--- config.mk ---
export PLATFORM = sky130hd
export DESIGN_NAME = easy_fifo_axis_pkt_flat
export DESIGN_NICKNAME = d
export VERILOG_FILES = /design/src/rtl/easy_fifo_pkg.sv /design/src/rtl/easy_fifo_axis_pkt_if.sv /design/src/rtl/easy_fifo_ram.sv /design/src/rtl/easy_fifo_axis_pkt.sv /design/src/flat_wrapper.sv
export SDC_FILE = /design/constraint.sdc
export NUM_CORES = 1
export LEC_CHECK = 0
export BUFFER_PORTS_ARGS = -buffer_cell sky130_fd_sc_hd__buf_4
export CORE_UTILIZATION = 45
export CTS_CLUSTER_SIZE = 25
export DETAILED_ROUTE_END_ITERATION = 7
export HOLD_SLACK_MARGIN = 0.1
export PLACE_DENSITY_LB_ADDON = 0.2
export SYNTH_ARGS = -nofsm -noshare
export SYNTH_HDL_FRONTEND = slang
export SYNTH_SLANG_ARGS = --single-unit
export TNS_END_PERCENT = 30
--- constraint.sdc ---
create_clock -name clk -period 8.92 [get_ports clk]
set_input_delay 2.676 -clock clk [delete_from_list [all_inputs] [get_ports clk]]
set_output_delay 2.676 -clock clk [all_outputs]
set_load 0.05 [all_outputs]
--- src/rtl/easy_fifo_pkg.sv ---
// Shared types and helpers for the AXI-Stream packet FIFO.
package easy_fifo_pkg;

    typedef enum logic [0:0] {
        ST_ACCEPT = 1'b0,
        ST_DROP   = 1'b1
    } fifo_state_e;

    // One extra bit above the address width so full and empty can be told apart.
    function automatic int ptr_w(input int depth);
        return $clog2(depth) + 1;
    endfunction

endpackage

--- src/rtl/easy_fifo_axis_pkt_if.sv ---
// AXI-Stream beat bundle; master drives data/valid, slave drives ready.
interface easy_fifo_axis_pkt_if #(
    parameter int DWIDTH     = 32,
    parameter int USER_WIDTH = 1
);
    logic [DWIDTH-1:0]     tdata;
    logic [DWIDTH/8-1:0]   tkeep;
    logic                  tlast;
    logic [USER_WIDTH-1:0] tuser;
    logic                  tvalid;
    logic                  tready;

    modport master (output tdata, tkeep, tlast, tuser, tvalid, input tready);
    modport slave  (input tdata, tkeep, tlast, tuser, tvalid, output tready);
endinterface

--- src/rtl/easy_fifo_ram.sv ---
// Simple dual-port storage: synchronous write, asynchronous read.
module easy_fifo_ram
    import easy_fifo_pkg::*;
#(
    parameter int WIDTH = 8,
    parameter int DEPTH = 16
) (
    input  logic                      clk,
    input  logic                      we,
    input  logic [ptr_w(DEPTH)-2:0]   waddr,
    input  logic [WIDTH-1:0]          wdata,
    input  logic [ptr_w(DEPTH)-2:0]   raddr,
    output logic [WIDTH-1:0]          rdata
);
    logic [WIDTH-1:0] mem [DEPTH];

    always_ff @(posedge clk) begin
        if (we) mem[waddr] <= wdata;
    end

    assign rdata = mem[raddr];
endmodule

--- src/rtl/easy_fifo_axis_pkt.sv ---
// AXI-Stream FIFO with store-and-forward packet commit, oversize-packet drop
// and first-word fall-through output.
module easy_fifo_axis_pkt
    import easy_fifo_pkg::*;
#(
    parameter int DWIDTH     = 32,
    parameter int DEPTH      = 16,
    parameter int PKT_MODE   = 1,
    parameter int USER_WIDTH = 1
) (
    input  logic                    clk,
    input  logic                    rst_n,
    easy_fifo_axis_pkt_if.slave     s_axis,
    easy_fifo_axis_pkt_if.master    m_axis,
    output logic [ptr_w(DEPTH)-1:0] fill,
    output logic [ptr_w(DEPTH)-1:0] pkt_count,
    output logic                    drop_pulse
);
    localparam int PW = ptr_w(DEPTH);
    localparam int KW = DWIDTH / 8;
    localparam int WW = DWIDTH + KW + 1 + USER_WIDTH;
    localparam logic [PW-1:0] DEPTH_P = PW'(DEPTH);
    localparam logic [PW-1:0] ONE_P   = PW'(1);
    localparam bit PKT = (PKT_MODE != 0);

    fifo_state_e   state, state_nxt;
    logic [PW-1:0] wr_ptr, wr_commit, rd_ptr, pkt_cnt_r, pending;
    logic          ready_en, drop_r;
    logic          s_ready, wr_en, m_valid, m_hs, m_last;
    logic          drop_start, drop_end, cnt_inc, cnt_dec;
    logic [WW-1:0] wr_word, rd_word;

    assign fill    = wr_ptr - rd_ptr;
    assign pending = wr_ptr - wr_commit;
    assign m_valid = (rd_ptr != wr_commit);
    assign m_last  = rd_word[DWIDTH+KW];
    assign m_hs    = m_valid && m_axis.tready;
    assign cnt_inc = wr_en && s_axis.tlast;
    assign cnt_dec = m_hs && m_last;

    assign wr_word = {s_axis.tuser, s_axis.tlast, s_axis.tkeep, s_axis.tdata};
    assign {m_axis.tuser, m_axis.tlast, m_axis.tkeep, m_axis.tdata} = rd_word;
    assign m_axis.tvalid = m_valid;
    assign s_axis.tready = s_ready;
    assign pkt_count     = pkt_cnt_r;
    assign drop_pulse    = drop_r;

    always_ff @(posedge clk or negedge rst_n) begin
        if (!rst_n) state <= ST_ACCEPT;
        else        state <= state_nxt;
    end

    // A packet that alone fills the whole FIFO can never commit, so it is sunk.
    always_comb begin
        state_nxt  = state;
        s_ready    = 1'b0;
        wr_en      = 1'b0;
        drop_start = 1'b0;
        drop_end   = 1'b0;
        case (state)
            ST_ACCEPT: begin
                if (PKT && pending == DEPTH_P) begin
                    drop_start = 1'b1;
                    state_nxt  = ST_DROP;
                end else begin
                    s_ready = ready_en && (fill < DEPTH_P);
                    wr_en   = s_axis.tvalid && s_ready;
                end
            end
            ST_DROP: begin
                s_ready = 1'b1;
                if (s_axis.tvalid && s_axis.tlast) begin
                    drop_end  = 1'b1;
                    state_nxt = ST_ACCEPT;
                end
            end
            default: state_nxt = ST_ACCEPT;
        endcase
    end

    always_ff @(posedge clk or negedge rst_n) begin
        if (!rst_n) begin
            ready_en  <= 1'b0;
            drop_r    <= 1'b0;
            wr_ptr    <= '0;
            wr_commit <= '0;
            rd_ptr    <= '0;
            pkt_cnt_r <= '0;
        end else begin
            ready_en <= 1'b1;
            drop_r   <= drop_end;
            if (drop_start)  wr_ptr <= wr_commit;
            else if (wr_en)  wr_ptr <= wr_ptr + ONE_P;
            if (wr_en && (!PKT || s_axis.tlast)) wr_commit <= wr_ptr + ONE_P;
            if (m_hs) rd_ptr <= rd_ptr + ONE_P;
            case ({cnt_inc, cnt_dec})
                2'b10:   pkt_cnt_r <= pkt_cnt_r + ONE_P;
                2'b01:   pkt_cnt_r <= pkt_cnt_r - ONE_P;
                default: pkt_cnt_r <= pkt_cnt_r;
            endcase
        end
    end

    easy_fifo_ram #(
        .WIDTH (WW),
        .DEPTH (DEPTH)
    ) u_ram (
        .clk   (clk),
        .we    (wr_en),
        .waddr (wr_ptr[PW-2:0]),
        .wdata (wr_word),
        .raddr (rd_ptr[PW-2:0]),
        .rdata (rd_word)
    );
endmodule

--- src/flat_wrapper.sv ---
// flat-port wrapper written by rule: the top's interface ports become plain ports
module easy_fifo_axis_pkt_flat import easy_fifo_pkg::*;
#(
    parameter int DWIDTH     = 32,
    parameter int DEPTH      = 16,
    parameter int PKT_MODE   = 1,
    parameter int USER_WIDTH = 1
)
  (clk, rst_n, fill, pkt_count, drop_pulse, s_axis_tdata, s_axis_tkeep, s_axis_tlast, s_axis_tuser, s_axis_tvalid, s_axis_tready, m_axis_tdata, m_axis_tkeep, m_axis_tlast, m_axis_tuser, m_axis_tvalid, m_axis_tready);
  easy_fifo_axis_pkt_if #(.DWIDTH(DWIDTH), .USER_WIDTH(USER_WIDTH)) s_axis_i ();
  easy_fifo_axis_pkt_if #(.DWIDTH(DWIDTH), .USER_WIDTH(USER_WIDTH)) m_axis_i ();
  input  logic clk;
  input  logic rst_n;
  output logic [ptr_w(DEPTH)-1:0] fill;
  output logic [ptr_w(DEPTH)-1:0] pkt_count;
  output logic drop_pulse;
  input wire logic [$bits(s_axis_i.tdata)-1:0] s_axis_tdata;
  input wire logic [$bits(s_axis_i.tkeep)-1:0] s_axis_tkeep;
  input wire logic [$bits(s_axis_i.tlast)-1:0] s_axis_tlast;
  input wire logic [$bits(s_axis_i.tuser)-1:0] s_axis_tuser;
  input wire logic [$bits(s_axis_i.tvalid)-1:0] s_axis_tvalid;
  output wire logic [$bits(s_axis_i.tready)-1:0] s_axis_tready;
  output wire logic [$bits(m_axis_i.tdata)-1:0] m_axis_tdata;
  output wire logic [$bits(m_axis_i.tkeep)-1:0] m_axis_tkeep;
  output wire logic [$bits(m_axis_i.tlast)-1:0] m_axis_tlast;
  output wire logic [$bits(m_axis_i.tuser)-1:0] m_axis_tuser;
  output wire logic [$bits(m_axis_i.tvalid)-1:0] m_axis_tvalid;
  input wire logic [$bits(m_axis_i.tready)-1:0] m_axis_tready;
  assign s_axis_i.tdata = s_axis_tdata;
  assign s_axis_i.tkeep = s_axis_tkeep;
  assign s_axis_i.tlast = s_axis_tlast;
  assign s_axis_i.tuser = s_axis_tuser;
  assign s_axis_i.tvalid = s_axis_tvalid;
  assign s_axis_tready = s_axis_i.tready;
  assign m_axis_tdata = m_axis_i.tdata;
  assign m_axis_tkeep = m_axis_i.tkeep;
  assign m_axis_tlast = m_axis_i.tlast;
  assign m_axis_tuser = m_axis_i.tuser;
  assign m_axis_tvalid = m_axis_i.tvalid;
  assign m_axis_i.tready = m_axis_tready;
  easy_fifo_axis_pkt #(.DWIDTH(DWIDTH), .DEPTH(DEPTH), .PKT_MODE(PKT_MODE), .USER_WIDTH(USER_WIDTH)) u_core (.clk(clk), .rst_n(rst_n), .s_axis(s_axis_i), .m_axis(m_axis_i), .fill(fill), .pkt_count(pkt_count), .drop_pulse(drop_pulse));
endmodule
[Word-level counts from Yosys, hierarchy flattened]
Memories as Yosys holds them, arrays and structs flattened.
Cells that the tools add are included.
Storage, ports and cells
  memories: 1
  bits in registers: 23
  logic and storage cells: 43
  bits in writable memories: 608
  input bits: 42
  output and inout bits: 51
Memory list
  u_core.u_ram.mem: words 16, width 38, rd ports 1, clocked after Yosys merged registers in 0, write ports 1, RTL line easy_fifo_ram.sv:15  | logic [WIDTH-1:0] mem [DEPTH];
Cells by class
  add/subtract/negate cells: 6
  bitwise gates (word level): 1
  $lt $le $gt $ge: 1
  equality and inequality tests: 4
  reductions and logical operators: 8
  muxes and demuxes: 15
Operators with widths (number)
  $add A5 B1 Y5 const B: 3
  $mux W1: 10
  $mux W5: 2
  $pmux W5 S2: 1
  $sub A5 B5 Y5: 2
  $logic_and A1 B1 Y1: 6
  $eq A5 B5 Y1 const B: 1
  $lt A5 B5 Y1 const B: 1
  $ne A5 B5 Y1: 1
  $sub A5 B1 Y5 const B: 1
  $pmux W1 S2: 2
  $reduce_bool A2 Y1: 2
  $eq A2 B1 Y1 const B: 1
  $eq A2 B2 Y1 const B: 1
  $not A1 Y1: 1

[Logic depth before layout (Yosys ltp)]
Gate-level depths: netlist (run 1).
  word-level depth: 9
  gate-level depth with buffers: 17

[By module]
Synthesis (run 1) repeated with hierarchy kept, for this count alone.
Second synthesis, totals
  cell total of the unflattened synthesis: 1115
  area total of the unflattened synthesis: 24457.2 µm²
By module, submodules not included
  easy_fifo_ram: instances 1, cells an instance 951, area an instance 22809.4 µm², seq. area each 18257.5 µm²
  easy_fifo_axis_pkt: instances 1, cells an instance 164, area an instance 1647.8 µm², seq. area each 575.6 µm²

[Worst setup path after synthesis (run 1)]
No wires, ideal clock.
  kind: input port to flip-flop
  start point: in s_axis_tvalid
  end point: mem u_core.u_ram.mem[3][0] in the netlist's numbering, enable pin
  stages: 6
  data arrival time: 7109 ps
  setup slack: 1283 ps
  data required time: 8392 ps
  library setup time: 528 ps
  path through: nand2_1 a2111oi_0 o21bai_2 buf_6 nand2_2 nor4_1
Between the ends
  longest elaborated chain between the ends: 5
RTL lines
  start: declaration: RTL line flat_wrapper.sv:21  | input wire logic [$bits(s_axis_i.tvalid)-1:0] s_axis_tvalid;
  $logic_and A1 B1 Y1: RTL line easy_fifo_axis_pkt.sv:67  | wr_en = s_axis.tvalid && s_ready;
  $mux W1: RTL line easy_fifo_axis_pkt.sv:62  | if (PKT && pending == DEPTH_P) begin
  $mux W1: RTL line easy_fifo_axis_pkt.sv:60  | case (state)
  $mux W1: RTL line easy_fifo_ram.sv:18  | if (we) mem[waddr] <= wdata;
  $mux W1 (not written as such): RTL line easy_fifo_ram.sv:18
  end: declaration: RTL line easy_fifo_ram.sv:15
No other way between the ends.

[Final worst setup path (run 1)]
  start point: reg u_core.rd_ptr[1]
  end point: out m_axis_tuser
Between the ends
  longest elaborated chain between the ends: 1
RTL lines
  start: declaration: RTL line easy_fifo_axis_pkt.sv:27  | logic [PW-1:0] wr_ptr, wr_commit, rd_ptr, pkt_cnt_r, pending;
  start signal: assignment: RTL line easy_fifo_axis_pkt.sv:95  | if (m_hs) rd_ptr <= rd_ptr + ONE_P;
  $mem_v2 Z16 W38
  end: declaration: RTL line flat_wrapper.sv:26  | output wire logic [$bits(m_axis_i.tuser)-1:0] m_axis_tuser;
No other way between the ends.

==> flow_summary.toml, run 1 <==
[synth]
synth_fp_nets = 1301
synth_edf_count = 608
synth_area_per_cell_um2 = 20.0
synth-seq-area-share_pct = 75.8
yosysWarnings = 0
synth.area.top_cells = "edfxtp_1 74%, mux4_2 14%, nand2_1 2.4%, dfrtp_1 2.3%, and3_1 1.1%"
synth_cells = 1240
yosys.area.top_type_share_pct = 73.5
synth_top_cell_by_area = "edfxtp_1"
netlist_area_mm2 = 0.0248
async_reset_ff_share_pct = 3.65
most_used_flip_flop_cell_after_synthesis = "edfxtp_1"
yosysUniqueCellTypes = 48
number_of_synthesized_register_bits = 631

[die]
floorplan.initialDensity_pct = 45.9
die-area_mm2 = 0.0561
io-pin-count = 93
die_x_um = 237
core_area_mm2 = 0.0541
floorplan_die_height_um = 237
fp-row-count = 85

[final_layout]
filler_free_cell_count_of_the_finished_design = 2101
seqCellArea_mm2 = 0.0188
final_net_count = 1421
area_taken_by_multi_input_logic_gates_mm2 = 0.00567
final_cell_area_mm2 = 0.0284
drive_above_1_share_pct = 27.7
layout-area-overhead-vs-synth_pct = 14.2
layout.filler_cells = 4248

[cts]
clock-root-buffer = "clkbuf_16"
cts_sinks = 631
post_cts.resized_instances = 0
cts_hold_repair.buffers = 0
clk_pin_slew_worst_paths_ps = 60
post_cts_buffers = 0
skew_pair_late_insertion_delay_ps = 600
cts.path.max_buffers = 3
cts_made_buffers = 66
clock_tree_from_tritoncts = "done"
cts-htree-levels = 3

[timing]
post-route-worst-setup-slack_ps = 2740
layout_worst_path_cycle_share_pct = 69.3
setup_tns_ps = 0
relSlewSlack_pct = 26.1
achievable-frequency_mhz = 162
max_slew_violations = 0
grt_setup_unrepaired = "false"
actual_slew_at_the_worst_max_slew_pin_ps = 1110
final_hold_viol_count = 0
post-route-min-period_ps = 6180
final.setup_skew_ps = 14.1
holdWs_ps = 489
final_setup_viols = 0

[critical_path]
timing.critical_path.to_type = "output pin"
crit_required_ps = 6240
path_class = "flip-flop to output pin"
timing.critical_path.from_type = "flip-flop"
worst-endpoint-arrival_ps = 3510
critical_path_peak_fanout = 48

[route]
initialDrtViolationCount = 1023
dr.pass1.iters = 5
post_drt_via_cell_ratio = 5.79
routed_wl_mm = 54.7
drc_errors = 0
drt.antenna.violating_nets = 0
drt-wirelength-per-cell_um = 26.0
detailroute.via_count = 12200

[grt]
grt_pass1_vias = 12400
grt_overflow = 0
globalRouteTotalUtil_pct = 20.2
grt_first_pass_wirelength_mm = 82.0
grt_max_degree = 108
number_of_antenna_violations_at_the_first_check_in_global_routing = 2

[power_and_ir_drop]
power_frac_comb_pct = 34.8
share_seq_of_total_power_pct = 38.1
clock_power_share_pct = 27.1
switching_share_of_power_pct = 35.2
power_per_cell_area_mw_per_mm2 = 333
switching_power_mw = 3.33
irDropWorstVdd_mv = 0.269
internal_power_mw = 6.12
p_leak_nw = 9.35

[outcome]
status = "finished clean"

[flow_run]
cap_viol_max_count = 0

[place]
placement.setup.worst_slack_ps = 3070
placedCellCount = 1988
detailed_place.area_mm2 = 0.0264
placement.io_buffers = 92
dp.final_hpwl_mm = 26.3
globalplace.congestion = 0.771

[hold_path]
min-delay-path-class = "flip-flop to flip-flop"
==> kinds of logic after synthesis <==
kind of cell / Yosys count / synth area share (%)
AO/OA/AOI/OAI: 65 / 1.80
multiplexers: 157 / 14.0
buffers and inverters: 85 / 1.76
adder cells (fa/ha/maj): 19 / 1.02
flip-flops: 631 / 75.8
AND/OR/NAND/NOR: 260 / 4.78
XOR/XNOR: 22 / 0.776
other: 1 / 0.0151
==> cells in the final DEF (no fill, tap or decap), types with 5 or more instances in the layout <==
cell type / synthesis / final
edfxtp_1: 608 / 608
nand2_1: 160 / 160
mux4_2: 152 / 152
buf_4: 16 / 118
clkbuf_16: 0 / 69
and3_1: 43 / 43
a31oi_1: 38 / 38
dfrtp_1: 23 / 19
ha_1: 17 / 17
clkbuf_1: 31 / 17
inv_1: 17 / 15
xnor2_1: 15 / 15
clkinv_1: 1 / 13
nor2_1: 21 / 12
nor2_4: 0 / 9
xor2_1: 7 / 7
o21ai_0: 6 / 6
nand4_1: 6 / 6
nor3_1: 9 / 5
clkinv_2: 0 / 5
==> Yosys cell counts (all sizes together) (7+ instances only) <==
| cell type | number |
|---|---|
| o21ai | 7 |
| inv | 17 |
| xor2 | 7 |
| mux4 | 152 |
| a31oi | 39 |
| nand2 | 161 |
| clkbuf | 31 |
| ha | 17 |
| and3 | 43 |
| xnor2 | 15 |
| buf | 36 |
| dfrtp | 23 |
| edfxtp | 608 |
| nor2 | 21 |
| nor3 | 9 |
==> power by group through the flow <==
stage          clock [mW]  sequential [mW]  combinational, mW
6_report             2.56             3.60               3.29
5_1_grt              2.73             3.63               3.53
4_1_cts              2.62             3.61               3.34
3_5_place_dp            0             3.67               3.33
3_3_place_gp            0             3.67               3.33
2_1_floorplan           0             3.54               2.56
==> critical path, stage by stage, from the launching register on <==
cell and delay (ps):
dfrtp_4 950, buf_4 740, mux4_2 340, nand2_1 60
a31oi_1 470, buf_4 300
==> registers in the layout, summed over array words and instances, names as in the netlist <==
name               cells
u_core.rd_ptr          5
u_core.wr_commit       5
u_core.state           1
u_core.drop_pulse      1
u_core.pkt_count       5
u_core.ready_en        1
u_core.wr_ptr          5
u_core.u_ram.mem     608
==> through the flow <==
| step | util (%) | total power, mW |
|---|---|---|
| after floorplan | - | 6.09 |
| after global placement | 48.7 | 6.99 |
| after detailed placement | 48.7 | 7.00 |
| after CTS | 52.4 | 9.57 |
| after global routing | 52.4 | 9.88 |
| final | 52.4 | 9.45 |
==> per-layer routing <==
| layer | wire length (µm) | vias to the layer above | track usage, % | part of all wire, % |
|---|---|---|---|---|
| met1 | 24800 | 6453 | 29.9 | 45 |
| met3 | 3190 | 76 | 4.03 | 5.8 |
| met4 | 1090 | 2 | 5.29 | 2.0 |
| met5 | 13 | - | 0 | 0.024 |
| li1 | - | 5252 | - | - |
| met2 | 25600 | 375 | 30.7 | 47 |
==> cell type report <==
class	count	share of cell area [%]
antenna	1	0.00882
clock buffer	86	6.31
clock inverter	26	0.759
inverter	18	0.238
multi-input combinational	524	20.0
sequential	631	66.4
tap	696	3.07
timing repair buffer	119	3.19
==> worst paths after layout <==
kind	start	to	slack, ps	cells past startpoint
max	u_core.rd_ptr[1]	m_axis_tuser	2740	5
min	u_core.pkt_count[4]	u_core.pkt_count[4]	490	1
max reg2reg	u_core.rd_ptr[0]	u_core.u_ram.mem[2][17]	4320	8
min reg2reg	u_core.pkt_count[4]	u_core.pkt_count[4]	490	1
max in group asynchronous	rst_n	u_core.rd_ptr[2]	6670	1
min in group asynchronous	rst_n	u_core.pkt_count[4]	1980	1
Note: power is estimated with default switching activity, not from simulation.
==> run 2, diff against run 1 <==
clock period = 6 ns   (was 8.92 ns; I/O delays follow)
==> run 2 against run 1 <==
  * Clock-buffer cell count is 4 lower
  * Setup slack got worse by 1900 ps
  * Die area is the same
  * Critical path depth unchanged
  * Combinational power rose by 52%
  * Largest cell class unchanged
==> flow_summary.toml, run 2 (synthesis results as in run 1) <==
[die]
floorplan.initialDensity_pct = 45.9
die_x_um = 237
floorplan_die_height_um = 237
io-pin-count = 93
core_area_mm2 = 0.0541
fp-row-count = 85
die-area_mm2 = 0.0561

[power_and_ir_drop]
power_per_cell_area_mw_per_mm2 = 497
irDropWorstVdd_mv = 0.410
p_leak_nw = 9.44
total_power_mw = 14.2

[final_layout]
mostFrequentLayoutCell = "edfxtp_1"
layout-area-overhead-vs-synth_pct = 14.9
drive_above_1_share_pct = 28.5
regMostFlops = "u_core.u_ram.mem"
seqCellArea_mm2 = 0.0188
layout_common_cells = "608 x edfxtp_1, 160 x nand2_1, 152 x mux4_2"
area_taken_by_multi_input_logic_gates_mm2 = 0.00567
layout.core_utilization_pct = 52.7
layout.filler_cells = 4212
antenna_cells = 0
final_net_count = 1425
largest_reg_flops = 608

[place]
placement.io_buffers = 92
globalplace.congestion = 0.749
dp.final_hpwl_mm = 28.1

[grt]
number_of_antenna_violations_at_the_first_check_in_global_routing = 1
globalRouteTotalUtil_pct = 19.9
grt_first_pass_wirelength_mm = 81.6
grt_overflow = 0
grt_pass1_vias = 12600
grt_max_degree = 55

[route]
routed_wl_mm = 54.6
route.met3.wl_mm = 2.89
routed.top_layer = "met5"
met2_wirelength_mm = 26.5
drc_errors = 0
post_drt_via_cell_ratio = 5.81
initialDrtViolationCount = 1088
drt-wirelength-per-cell_um = 25.8
wl_met1_mm = 24.3
detailroute.via_count = 12300
dr.pass1.iters = 6
drt.antenna.violating_nets = 0

[timing]
final.setup_skew_ps = 13.7
max_slew_violations = 0
grt_setup_unrepaired = "false"
final_hold_viol_count = 0
final_setup_viols = 0
post-route-min-period_ps = 5130
layout_worst_path_cycle_share_pct = 85.4
actual_slew_at_the_worst_max_slew_pin_ps = 952
relSlewSlack_pct = 36.5
achievable-frequency_mhz = 195

[hold_path]
holdPathStages = 1
min-delay-path-class = "flip-flop to flip-flop"

[critical_path]
crit_required_ps = 4200
critical_path_peak_fanout = 54
cp_num_cells = 5
critical_path_cell_by_cell = "buf_4 > mux4_2 > nand2_1 > a31oi_1 > buf_4"
library_cell_appearing_most_often_on_the_critical_path = "buf_4"
path_class = "flip-flop to output pin"
cp.buffers_inverters = 2
crit_path_max_incr_delay_ps = 1020
r2r.worst_path.cells = 8
critPathSlowestCell = "dfrtp_4"
worst-endpoint-arrival_ps = 3330
timing.critical_path.to_type = "output pin"
timing.critical_path.from_type = "flip-flop"
critical_path.top_delay_family = "flip-flops"

[flow_run]
cap_viol_max_count = 0

[outcome]
status = "finished clean"

[cts]
cts_made_buffers = 66
cts.path.max_buffers = 3
post_cts_buffers = 0
skew_pair_late_insertion_delay_ps = 600
cts-htree-levels = 3
post_cts.resized_instances = 0
cts_sinks = 631
cts_hold_repair.buffers = 0
clk_pin_slew_worst_paths_ps = 60
clock_tree_from_tritoncts = "done"
clock-root-buffer = "clkbuf_16"
==> run 2: changes by cell type in the layout (fill, tap and decap cells not counted), sizes merged, moves of 2 or more <==
cell / before / now
clkbuf: 86 / 82
buf: 119 / 123
clkinv: 21 / 29
bufinv: 2 / 4
inv: 19 / 23
==> run 2: power by group <==
| group | total [mW] | switching [mW] | leakage [nW] | internal (mW) |
|---|---|---|---|---|
| sequential | 5.31 | 0.280 | 5.75 | 5.03 |
| clock | 3.89 | 1.65 | 1.01 | 2.24 |
| combinational | 4.99 | 3.08 | 2.68 | 1.91 |
==> run 2: through the flow <==
step           area (µm²)  instances  setup slack, ps  TNS [ps]  hold WS (ps)
2_1_floorplan       24800       1240             -761    -57840           502
3_3_place_gp        26500       1992             1490         0           476
3_5_place_dp        26500       1992             1420         0           479
4_1_cts             28500       2113              812         0           492
5_1_grt             28500       2113              619         0           500
6_report            28500       2113              875         0           482
==> run 2: final cells by class <==
| class | instances | area share, % |
|---|---|---|
| Timing Repair Buffer | 123 | 3.63 |
| Multi-Input combinational cell | 524 | 19.9 |
| Tap cell | 696 | 3.05 |
| Inverter | 18 | 0.237 |
| Clock inverter | 39 | 1.10 |
| Clock buffer | 82 | 6.07 |
| Sequential cell | 631 | 66.0 |
==> run 2: metal layers <==
layer	vias up	track usage (%)
met5	-	0
met4	2	5.59
met3	73	3.25
met2	344	32.0
met1	6604	28.4
li1	5263	-
==> run 2: worst paths after layout <==
| check | from | to | slack, ps |
|---|---|---|---|
| max | u_core.rd_ptr[1] | m_axis_tkeep[3] | 870 |
| min | u_core.pkt_count[4] | u_core.pkt_count[4] | 480 |
| max reg2reg | u_core.rd_ptr[2] | u_core.u_ram.mem[14][20] | 1550 |
| min reg2reg | u_core.pkt_count[4] | u_core.pkt_count[4] | 480 |
| max in group asynchronous | rst_n | u_core.rd_ptr[2] | 4600 |
| min in group asynchronous | rst_n | u_core.pkt_count[1] | 1100 |
==> run 3, diff against run 2 <==
SYNTH_HIERARCHICAL = 1   (was unset)
==> run 3 against run 2 <==
  * Clock skew rose by 1.3 ps
  * Clock-buffer cell count is 3 lower
  * Critical path type unchanged
  * Via count decreased by 6.9%
==> flow_summary.toml, run 3 <==
[synth]
proportion_of_synthesized_area_in_mux_cells_pct = 14.4
synth_fp_nets = 1173
synth_edf_count = 608
yosysWarnings = 6
most_used_flip_flop_cell_after_synthesis = "edfxtp_1"
synth.cells.most_frequent = "608 x edfxtp_1, 152 x mux4_2, 77 x a22oi_1, 48 x nand2_1"
post_synth_xor_area_fraction_pct = 0.885
synth_top_family_by_area = "multiplexers"
netlist_area_mm2 = 0.0245
synth_area_per_cell_um2 = 21.9
yosysUniqueCellTypes = 45
number_of_synthesized_register_bits = 631
synth.area.top_cells = "edfxtp_1 75%, mux4_2 14%, a22oi_1 2.4%, dfrtp_1 2.4%, nand2_1 0.74%"
yosys.area.top_type_share_pct = 74.7
synth-adder-area-share_pct = 0.880
async_reset_ff_share_pct = 3.65
post_synth_and_or_nand_nor_area_fraction_pct = 2.18
synthMostInstantiatedCell = "edfxtp_1"
synth_top_cell_by_area = "edfxtp_1"
synth_cells = 1115
synth-seq-area-share_pct = 77.0
synth_compound_gate_area_share_pct = 3.11

[die]
core_area_mm2 = 0.0537
die_x_um = 235
fp-row-count = 85
io-pin-count = 93
floorplan.initialDensity_pct = 45.5
floorplan_die_height_um = 235
die-area_mm2 = 0.0553

[cts]
cts_made_buffers = 61
clock-root-buffer = "clkbuf_16"
cts_hold_repair.buffers = 0
cts-htree-levels = 2
post_cts_buffers = 0
clock_tree_from_tritoncts = "done"
post_cts.resized_instances = 0
cts.path.max_buffers = 3
skew_pair_late_insertion_delay_ps = 630
clk_pin_slew_worst_paths_ps = 60
cts_sinks = 631

[critical_path]
setup.worst_path.end = "m_axis_tkeep[2]"
critical_path.top_delay_family = "buffers and inverters"
library_cell_appearing_most_often_on_the_critical_path = "buf_4"
reg2reg_slack_ps = 1620
startpoint = "u_core/rd_ptr[0]"
r2r.worst_path.cells = 10
rr_startpoint = "u_core/wr_ptr[0]"
timing.critical_path.to_type = "output pin"
crit_path_max_incr_delay_ps = 680
reg2reg_to = "u_core/u_ram/mem[10][22]"
cp.buffers_inverters = 2
critical_path_cell_by_cell = "buf_4 > mux4_2 > a22oi_1 > nand2_1 > buf_4"
critPathSlowestCell = "dfrtp_4"
cp_num_cells = 5
path_class = "flip-flop to output pin"
worst-endpoint-arrival_ps = 3140
critical_path_peak_fanout = 27
timing.critical_path.from_type = "flip-flop"
crit_required_ps = 4200

[timing]
layout_worst_path_cycle_share_pct = 82.4
final_setup_viols = 0
actual_slew_at_the_worst_max_slew_pin_ps = 926
post-route-min-period_ps = 4940
relSlewSlack_pct = 38.3
setup_tns_ps = 0
post-route-worst-setup-slack_ps = 1060
final.setup_skew_ps = 15.0
achievable-frequency_mhz = 202
grt_setup_unrepaired = "false"
max_slew_violations = 0
final_hold_viol_count = 0

[grt]
grt_overflow = 0
grt_pass1_vias = 11900
grt_max_degree = 63
globalRouteTotalUtil_pct = 19.4
grt_first_pass_wirelength_mm = 78.9
number_of_antenna_violations_at_the_first_check_in_global_routing = 2

[place]
globalplace.congestion = 0.754
placement.setup.worst_slack_ps = 1630
placement.io_buffers = 92
dp.final_hpwl_mm = 28.3

[flow_run]
cap_viol_max_count = 0

[outcome]
status = "finished clean"

[final_layout]
regMostFlops = "u_core/u_ram/mem"
layout_common_cells = "608 x edfxtp_1, 152 x mux4_2, 121 x buf_4"
final_net_count = 1305
largest_reg_flops = 608
drive_above_1_share_pct = 29.9
layout-area-overhead-vs-synth_pct = 14.1
antenna_cells = 0
mostFrequentLayoutCell = "edfxtp_1"

[route]
routed_wl_mm = 52.4
drt-wirelength-per-cell_um = 26.4
initialDrtViolationCount = 1006
detailroute.via_count = 11400
dr.pass1.iters = 4
drc_errors = 0
post_drt_via_cell_ratio = 5.76
drt.antenna.violating_nets = 0

[power_and_ir_drop]
p_leak_nw = 9.05
internal_power_mw = 9.00
clock_power_share_pct = 24.9
switching_power_mw = 5.10
power_frac_comb_pct = 37.3
power_per_cell_area_mw_per_mm2 = 505
switching_share_of_power_pct = 36.2
total_power_mw = 14.1
share_seq_of_total_power_pct = 37.8
irDropWorstVdd_mv = 0.503

[hold_path]
min-delay-path-class = "flip-flop to flip-flop"
==> run 3: layout make-up <==
type	count	area, µm²
clock inverters	28	195
inverters	17	63.8
clock buffers	79	1590
repair buffers	124	968
fillers	4198	25800
flip-flops and latches	631	18800
well taps	696	871
multi-input cells	412	5380
==> run 3: logic make-up (layout without fill, tap and decap cells) <==
logic type,count (synthesis),after routing
AO/OA/AOI/OAI,100,100
XOR/XNOR,23,23
adder cells (fa/ha/maj),16,16
buffers and inverters,72,248
flip-flops,631,631
multiplexers,160,160
other,1,1
AND/OR/NAND/NOR,112,112
==> run 3: per-stage QoR <==
| step | util [%] | hold WS, ps | std cells | cell area, µm² |
|---|---|---|---|---|
| floorplan | - | 525 | 1115 | 24500 |
| global placement | 48.6 | 519 | 1880 | 26100 |
| detailed placement | 48.6 | 521 | 1880 | 26100 |
| CTS | 52.0 | 535 | 1987 | 27900 |
| global route | 52.0 | 568 | 1987 | 27900 |
| finish | 52.0 | 537 | 1987 | 27900 |
==> run 3: tightest hold or removal path, delay by kind of cell (launching register included) <==
kind / cells / cell delay, ps
flip-flops: 1 / 380
AO/OA/AOI/OAI: 1 / 60
AND/OR/NAND/NOR: 1 / 60
==> run 3: per-layer routing <==
metal	wire length [µm]	GRT usage [%]	up-vias
met5	27	0	-
met4	1010	5.46	4
met3	2480	3.12	72
met2	26000	31.9	270
met1	22900	27.0	6173
li1	-	-	4924
==> run 3: worst min-delay path by stage <==
stage | start | end | slack, ps | cells after the start
6_report | u_core/pkt_count[3] | u_core/pkt_count[3] | 540 | 2
5_1_grt | u_core/pkt_count[3] | u_core/pkt_count[3] | 570 | 2
4_1_cts | u_core/pkt_count[3] | u_core/pkt_count[3] | 530 | 2
3_5_place_dp | u_core/pkt_count[3] | u_core/pkt_count[3] | 520 | 2
3_3_place_gp | u_core/pkt_count[2] | u_core/pkt_count[2] | 520 | 2
2_1_floorplan | u_core/wr_commit[1] | u_core/wr_commit[1] | 520 | 1
==> run 3: power by group through the flow <==
stage | logic [mW] | clock network, mW | registers (mW)
after global placement | 5.33 | 0 | 5.42
after global routing | 5.59 | 3.76 | 5.36
after floorplan | 3.87 | 0 | 5.33
final | 5.26 | 3.51 | 5.33
after CTS | 5.36 | 3.59 | 5.34
after detailed placement | 5.35 | 0 | 5.43
